<file path="src/rtl/memrq_pkg.sv">
// Shared types for the memrq request arbiter slice.
// Request bundle, arbiter state encoding and mode codes.
package memrq_pkg;

   localparam int MEMRQ_ADDR_W = 32;
   localparam int MEMRQ_DATA_W = 32;

   localparam logic MEMREQ_READ  = 1'b0;
   localparam logic MEMREQ_WRITE = 1'b1;

   typedef enum logic {
      ST_IDLE = 1'b0,
      ST_WAIT = 1'b1
   } arb_state_t;

   typedef struct packed {
      logic                      mode;
      logic [MEMRQ_ADDR_W-1:0]   addr;
      logic [MEMRQ_DATA_W-1:0]   wdata;
      logic [MEMRQ_DATA_W/8-1:0] wstrb;
   } memrq_req_t;

endpackage

</file>
<file path="src/rtl/memrq_req_slot.sv">
// One-entry pending request buffer for a single requester.
// New pulses are dropped while an entry waits or the port owns the bus.
module memrq_req_slot
   import memrq_pkg::*;
#(
   parameter type req_t = memrq_req_t
) (
   input  logic clk,
   input  logic rstn,
   input  logic req_en,
   input  req_t req_in,
   input  logic owned,
   input  logic take,
   output logic pend,
   output req_t req_q
);

   // Capture a request only when the port has nothing outstanding.
   always_ff @(posedge clk) begin
      if (!rstn) begin
         pend  <= 1'b0;
         req_q <= '0;
      end else begin
         if (take)
            pend <= 1'b0;
         if (req_en && !pend && !owned) begin
            pend  <= 1'b1;
            req_q <= req_in;
         end
      end
   end

endmodule

</file>
<file path="src/rtl/memrq_arbiter.sv">
// Two-port arbiter sharing one single-outstanding memrq bridge.
// Define ARB_ROUND_ROBIN_EN for round-robin; default is port 1 priority.
module memrq_arbiter
   import memrq_pkg::*;
#(
   parameter int ADDR_W = MEMRQ_ADDR_W,
   parameter int DATA_W = MEMRQ_DATA_W
) (
   input  logic                clk,
   input  logic                rstn,
   input  logic                s0_req_en,
   input  logic                s0_req_mode,
   input  logic [ADDR_W-1:0]   s0_req_addr,
   input  logic [DATA_W-1:0]   s0_req_wdata,
   input  logic [DATA_W/8-1:0] s0_req_wstrb,
   input  logic                s1_req_en,
   input  logic                s1_req_mode,
   input  logic [ADDR_W-1:0]   s1_req_addr,
   input  logic [DATA_W-1:0]   s1_req_wdata,
   input  logic [DATA_W/8-1:0] s1_req_wstrb,
   output logic                s0_resp_en,
   output logic [DATA_W-1:0]   s0_resp_data,
   output logic                s0_busy,
   output logic                s1_resp_en,
   output logic [DATA_W-1:0]   s1_resp_data,
   output logic                s1_busy,
   output logic                m_req_en,
   output logic                m_req_mode,
   output logic [ADDR_W-1:0]   m_req_addr,
   output logic [DATA_W-1:0]   m_req_wdata,
   output logic [DATA_W/8-1:0] m_req_wstrb,
   input  logic                m_resp_en,
   input  logic [DATA_W-1:0]   m_resp_data
);

   localparam int STRB_W = DATA_W / 8;

   typedef struct packed {
      logic              mode;
      logic [ADDR_W-1:0] addr;
      logic [DATA_W-1:0] wdata;
      logic [STRB_W-1:0] wstrb;
   } req_t;

   req_t s0_in, s1_in, s0_q, s1_q;
   req_t fwd_q, fwd_d;
   logic pend0, pend1;
   logic take0, take1;
   logic own0, own1;
   logic win;

   arb_state_t state_q, state_d;
   logic owner_q, owner_d;
   logic req_en_d;
   logic r0_en_d, r1_en_d;
   logic [DATA_W-1:0] r0_data_d, r1_data_d;

   assign s0_in = {s0_req_mode, s0_req_addr, s0_req_wdata, s0_req_wstrb};
   assign s1_in = {s1_req_mode, s1_req_addr, s1_req_wdata, s1_req_wstrb};

   assign own0 = (state_q == ST_WAIT) && !owner_q;
   assign own1 = (state_q == ST_WAIT) && owner_q;

   assign s0_busy = pend0 | own0;
   assign s1_busy = pend1 | own1;

   assign m_req_mode  = fwd_q.mode;
   assign m_req_addr  = fwd_q.addr;
   assign m_req_wdata = fwd_q.wdata;
   assign m_req_wstrb = fwd_q.wstrb;

   memrq_req_slot #(.req_t(req_t)) u_slot0 (
      .clk    (clk),
      .rstn   (rstn),
      .req_en (s0_req_en),
      .req_in (s0_in),
      .owned  (own0),
      .take   (take0),
      .pend   (pend0),
      .req_q  (s0_q)
   );

   memrq_req_slot #(.req_t(req_t)) u_slot1 (
      .clk    (clk),
      .rstn   (rstn),
      .req_en (s1_req_en),
      .req_in (s1_in),
      .owned  (own1),
      .take   (take1),
      .pend   (pend1),
      .req_q  (s1_q)
   );

`ifdef ARB_ROUND_ROBIN_EN
   logic last_q;

   // On contention the port that was not granted last time wins.
   always_comb begin
      win = pend1;
      if (pend0 && pend1)
         win = ~last_q;
   end

   // Remember the most recent grantee on every grant.
   always_ff @(posedge clk) begin
      if (!rstn)
         last_q <= 1'b0;
      else if (state_q == ST_IDLE && (pend0 || pend1))
         last_q <= win;
   end
`else
   assign win = pend1;
`endif

   // Next-state, grant and response routing.
   always_comb begin
      state_d   = state_q;
      owner_d   = owner_q;
      fwd_d     = fwd_q;
      req_en_d  = 1'b0;
      r0_en_d   = 1'b0;
      r1_en_d   = 1'b0;
      r0_data_d = s0_resp_data;
      r1_data_d = s1_resp_data;
      take0     = 1'b0;
      take1     = 1'b0;
      unique case (state_q)
         ST_IDLE: begin
            if (pend0 || pend1) begin
               req_en_d = 1'b1;
               owner_d  = win;
               fwd_d    = win ? s1_q : s0_q;
               take0    = ~win;
               take1    = win;
               state_d  = ST_WAIT;
            end
         end
         ST_WAIT: begin
            if (m_resp_en) begin
               if (owner_q) begin
                  r1_en_d   = 1'b1;
                  r1_data_d = m_resp_data;
               end else begin
                  r0_en_d   = 1'b1;
                  r0_data_d = m_resp_data;
               end
               state_d = ST_IDLE;
            end
         end
      endcase
   end

   // State and registered outputs.
   always_ff @(posedge clk) begin
      if (!rstn) begin
         state_q      <= ST_IDLE;
         owner_q      <= 1'b0;
         fwd_q        <= '0;
         m_req_en     <= 1'b0;
         s0_resp_en   <= 1'b0;
         s1_resp_en   <= 1'b0;
         s0_resp_data <= '0;
         s1_resp_data <= '0;
      end else begin
         state_q      <= state_d;
         owner_q      <= owner_d;
         fwd_q        <= fwd_d;
         m_req_en     <= req_en_d;
         s0_resp_en   <= r0_en_d;
         s1_resp_en   <= r1_en_d;
         s0_resp_data <= r0_data_d;
         s1_resp_data <= r1_data_d;
      end
   end

endmodule

</file>
<file path="config.mk">
export PLATFORM = sky130hd
export DESIGN_NAME = memrq_arbiter
export DESIGN_NICKNAME = d
export VERILOG_FILES = /design/src/rtl/memrq_pkg.sv /design/src/rtl/memrq_req_slot.sv /design/src/rtl/memrq_arbiter.sv
export SDC_FILE = /design/constraint.sdc
export NUM_CORES = 1
export LEC_CHECK = 0
export CAP_MARGIN = 20
export CORE_MARGIN = 3
export CORE_UTILIZATION = 42
export CTS_CLUSTER_SIZE = 12
export DETAILED_ROUTE_END_ITERATION = 16
export PLACE_DENSITY = 0.72
export SETUP_SLACK_MARGIN = 0.02
export SLEW_MARGIN = 25
export SYNTH_ARGS = -nofsm -noshare
export SYNTH_HDL_FRONTEND = slang
export SYNTH_SLANG_ARGS = --single-unit
export TNS_END_PERCENT = 5
</file>
<file path="constraint.sdc">
create_clock -name clk -period 2.54 [get_ports clk]
set_input_delay 0.381 -clock clk [delete_from_list [all_inputs] [get_ports clk]]
set_output_delay 0.381 -clock clk [all_outputs]
set_load 0.02 [all_outputs]
</file>
==> flow_summary.toml <==
[floorplan]
starting_density_of_the_core = 0.428
floorplan.rows = 58
design.die.area_um2 = 27600
die-width_um = 166
floorplan.io_pins = 313
core_area_um2 = 25200
floorplan.die.height_um = 166

[timing]
report.final.hold_viol_count = 0
setup_tns_ns = 0
timing.final.max_slew_violations = 0
layout_min_cycle_time_ns = 2.28
slew_headroom = 0.392
achievable-frequency_mhz = 439
final-setup-viol-count = 0
grt_setup_unrepaired = "false"
post-route-period-util = 0.896
timing_worst_slew_pin_value_ns = 0.912
worst_skew_ns = 0.0131

[min_path]
timing.hold.worst.class = "primary input to flip-flop"
hp-start = "rstn"
hold_path_depth = 2
holdPathEnd = "u_slot0.pend"

[yosys]
instance_count_of_the_mapped_netlist = 1146
share_of_async_settable_or_async_resettable_flops_after_synthesis = 0
synth_adder_area_share = 0
synth.yosys.warnings = 0
most_frequently_used_flop_master_after_synthesis = "dfxtp_1"
post_synth_xor_area_fraction = 0
syn-mean-instance-area_um2 = 9.41
number_of_enable_type_register_cells_in_the_synthesized_netlist = 0
yosys_register_bits = 278
netlist-cell-type-count = 26
synth_simple_gate_area_frac = 0.155
synth_compound_area_frac = 0.0905
synth-seq-area-share = 0.516
synth_mux_area_frac = 0.192
mappedNetlistNets = 1321
synthesis.area_um2 = 10800
largest_family_of_logic_cells_by_synthesized_area = "multiplexers"

[global_routing]
antenna_found_initial = 4
grt_use_total = 0.203
congestion_overflow_gr = 0
grt_first_pass_wirelength_um = 46900
grt_max_degree = 166
first_global_vias = 8707

[worst_setup_path]
crit_arrival_ns = 1.89
crit_required_ns = 2.16
crit_type = "flip-flop to output pin"
crit-reg2reg-capture = "m_req_addr[3]"
timing.critical_path.to_type = "output pin"
startpoint_type = "flip-flop"
cp_max_fo = 11
reg2reg_from = "u_slot1.pend"
reg2reg_slack_ns = 0.88
logic_depth_of_the_worst_register_to_register_path = 3

[clocking]
cts-hold-fix-buffers = 0
cts.sink_count = 278
tritoncts.num_buffers = 30
cts-resized-gates = 0
htree_num_levels = 1
clock-root-buffer = "clkbuf_16"
cts_tree = "yes"
clk_latency_ns = 0.53
cts_setup_buffers = 0
clockBufferDepth = 3
clk_pin_slew_ns = 0.06

[pwr]
pwr_density_cell_nw_per_um2 = 706
share_comb_of_total_power = 0.140
total_leakage_power_nw = 5.70
seq_power_share = 0.448
switching_power_mw = 2.59
intPower_mw = 8.08
clock_share_of_power = 0.412
irDropWorstVdd_mv = 0.396
sw_frac_of_total = 0.243

[placed_design]
dpl.hpwl_um = 19300
port_buffers = 312
placed_cells_incl_taps = 1705
place.gp.congestion = 0.771

[cells_and_area]
mostFrequentLayoutCell = "nand2_1"
fillCellCount = 2103
final_net_count = 1582
post_route_cells_drive_above_1_share = 0.0504
final_cell_count_no_fill = 1759
final_cell_mix = "nand2_1 (341), clkdlybuf4s50_1 (311), dfxtp_1 (277)"
flow.area_growth_from_synthesis_pct = 40.2

[detailed_routing]
detail_route.wl_per_cell_um = 16.7
drc_errors = 0
wl_um = 29300
ant_nets = 0
vias = 8719
firstDrtPassIters = 5
initialDrtViolationCount = 662
post_drt_via_cell_ratio = 4.96

[status]
outcome = "finished, final reports clean"

[flow_run]
timing.max_cap.violations = 0
cell type report:
type	count	area (um^2)	area share
clock inverter	6	80.1	0.00530
timing repair buffer	327	3350	0.222
sequential	278	5570	0.368
clock buffer	47	936	0.0619
multi-input combinational	766	4740	0.314
tap	330	413	0.0273
inverter	4	15.0	0.000993
antenna	1	2.50	0.000166
per-layer routing:
| layer | up-vias | global-route usage | wire length, um |
|---|---|---|---|
| met5 | - | 0 | 38 |
| met4 | 6 | 0.0452 | 614 |
| met3 | 45 | 0.0688 | 2440 |
| met2 | 263 | 0.331 | 13300 |
| met1 | 4002 | 0.263 | 12900 |
| li1 | 4403 | - | - |
sequential cells by signal (all words and copies together) (netlist names):
register / count
m_req_wdata: 32
s0_resp_en: 1
s1_resp_data: 32
m_req_en: 1
m_req_wstrb: 4
s0_resp_data: 32
owner_q: 1
m_req_addr: 32
state_q: 1
u_slot0.pend: 1
s1_resp_en: 1
u_slot1.pend: 1
u_slot0.req_q: 69
m_req_mode: 1
u_slot1.req_q: 69
power groups by stage:
stage	registers, mW	clock network, mW	logic [mW]
3_3_place_gp	4.86	0	1.49
6_report	4.78	4.39	1.50
5_1_grt	4.81	4.69	1.62
2_1_floorplan	4.93	0	0.774
4_1_cts	4.78	4.51	1.52
3_5_place_dp	4.87	0	1.51
metrics by stage:
stage	hold WS [ns]	instance area, um^2	setup WS [ns]	utilization	power (mW)
6_report	0.187	15100	0.264	0.600	10.7
3_3_place_gp	0.442	14100	0.731	0.560	6.36
2_1_floorplan	0.434	10800	1.18	-	5.70
4_1_cts	0.157	15100	0.214	0.600	10.8
5_1_grt	0.173	15100	0.138	0.600	11.1
3_5_place_dp	0.446	14100	0.671	0.560	6.38
cells by family (layout without fill, tap and decap cells):
kind of cell	count (synthesis)	after routing
compound gates	140	140
buf+inv	102	384
flops	278	278
mux	207	207
other cells	0	1
simple gates	419	419
cell usage after synthesis (4+ instances only):
cell type / n / area share
mux2i_1: 207 / 0.19
nand2_1: 342 / 0.12
buf_2: 18 / 0.0084
o21ai_0: 65 / 0.030
inv_1: 4 / 0.0014
clkbuf_1: 51 / 0.018
buf_1: 11 / 0.0038
nor2_1: 4 / 0.0014
nand3_1: 65 / 0.030
buf_4: 15 / 0.010
dfxtp_1: 278 / 0.52
o2bb2ai_1: 69 / 0.056
how the worst max path moves through the flow:
stage	startpoint	endpoint	slack, ns	depth (start not counted)
after floorplan	state_q	u_slot1.req_q[0]	1.18	7
after detailed placement	m_resp_en	s1_resp_data[21]	0.67	5
after CTS	state_q	s1_busy	0.21	3
final	state_q	s1_busy	0.26	3
after global routing	state_q	s0_busy	0.14	3
after global placement	m_resp_en	s1_resp_data[13]	0.73	5
worst max-delay path, cell delays in order (launching register included):
cell and delay (ns):
dfxtp_1 0.51, a21oi_2 0.12, inv_1 0.10, clkdlybuf4s50_1 0.63
No activity file was read; power rests on OpenSTA's default activity.
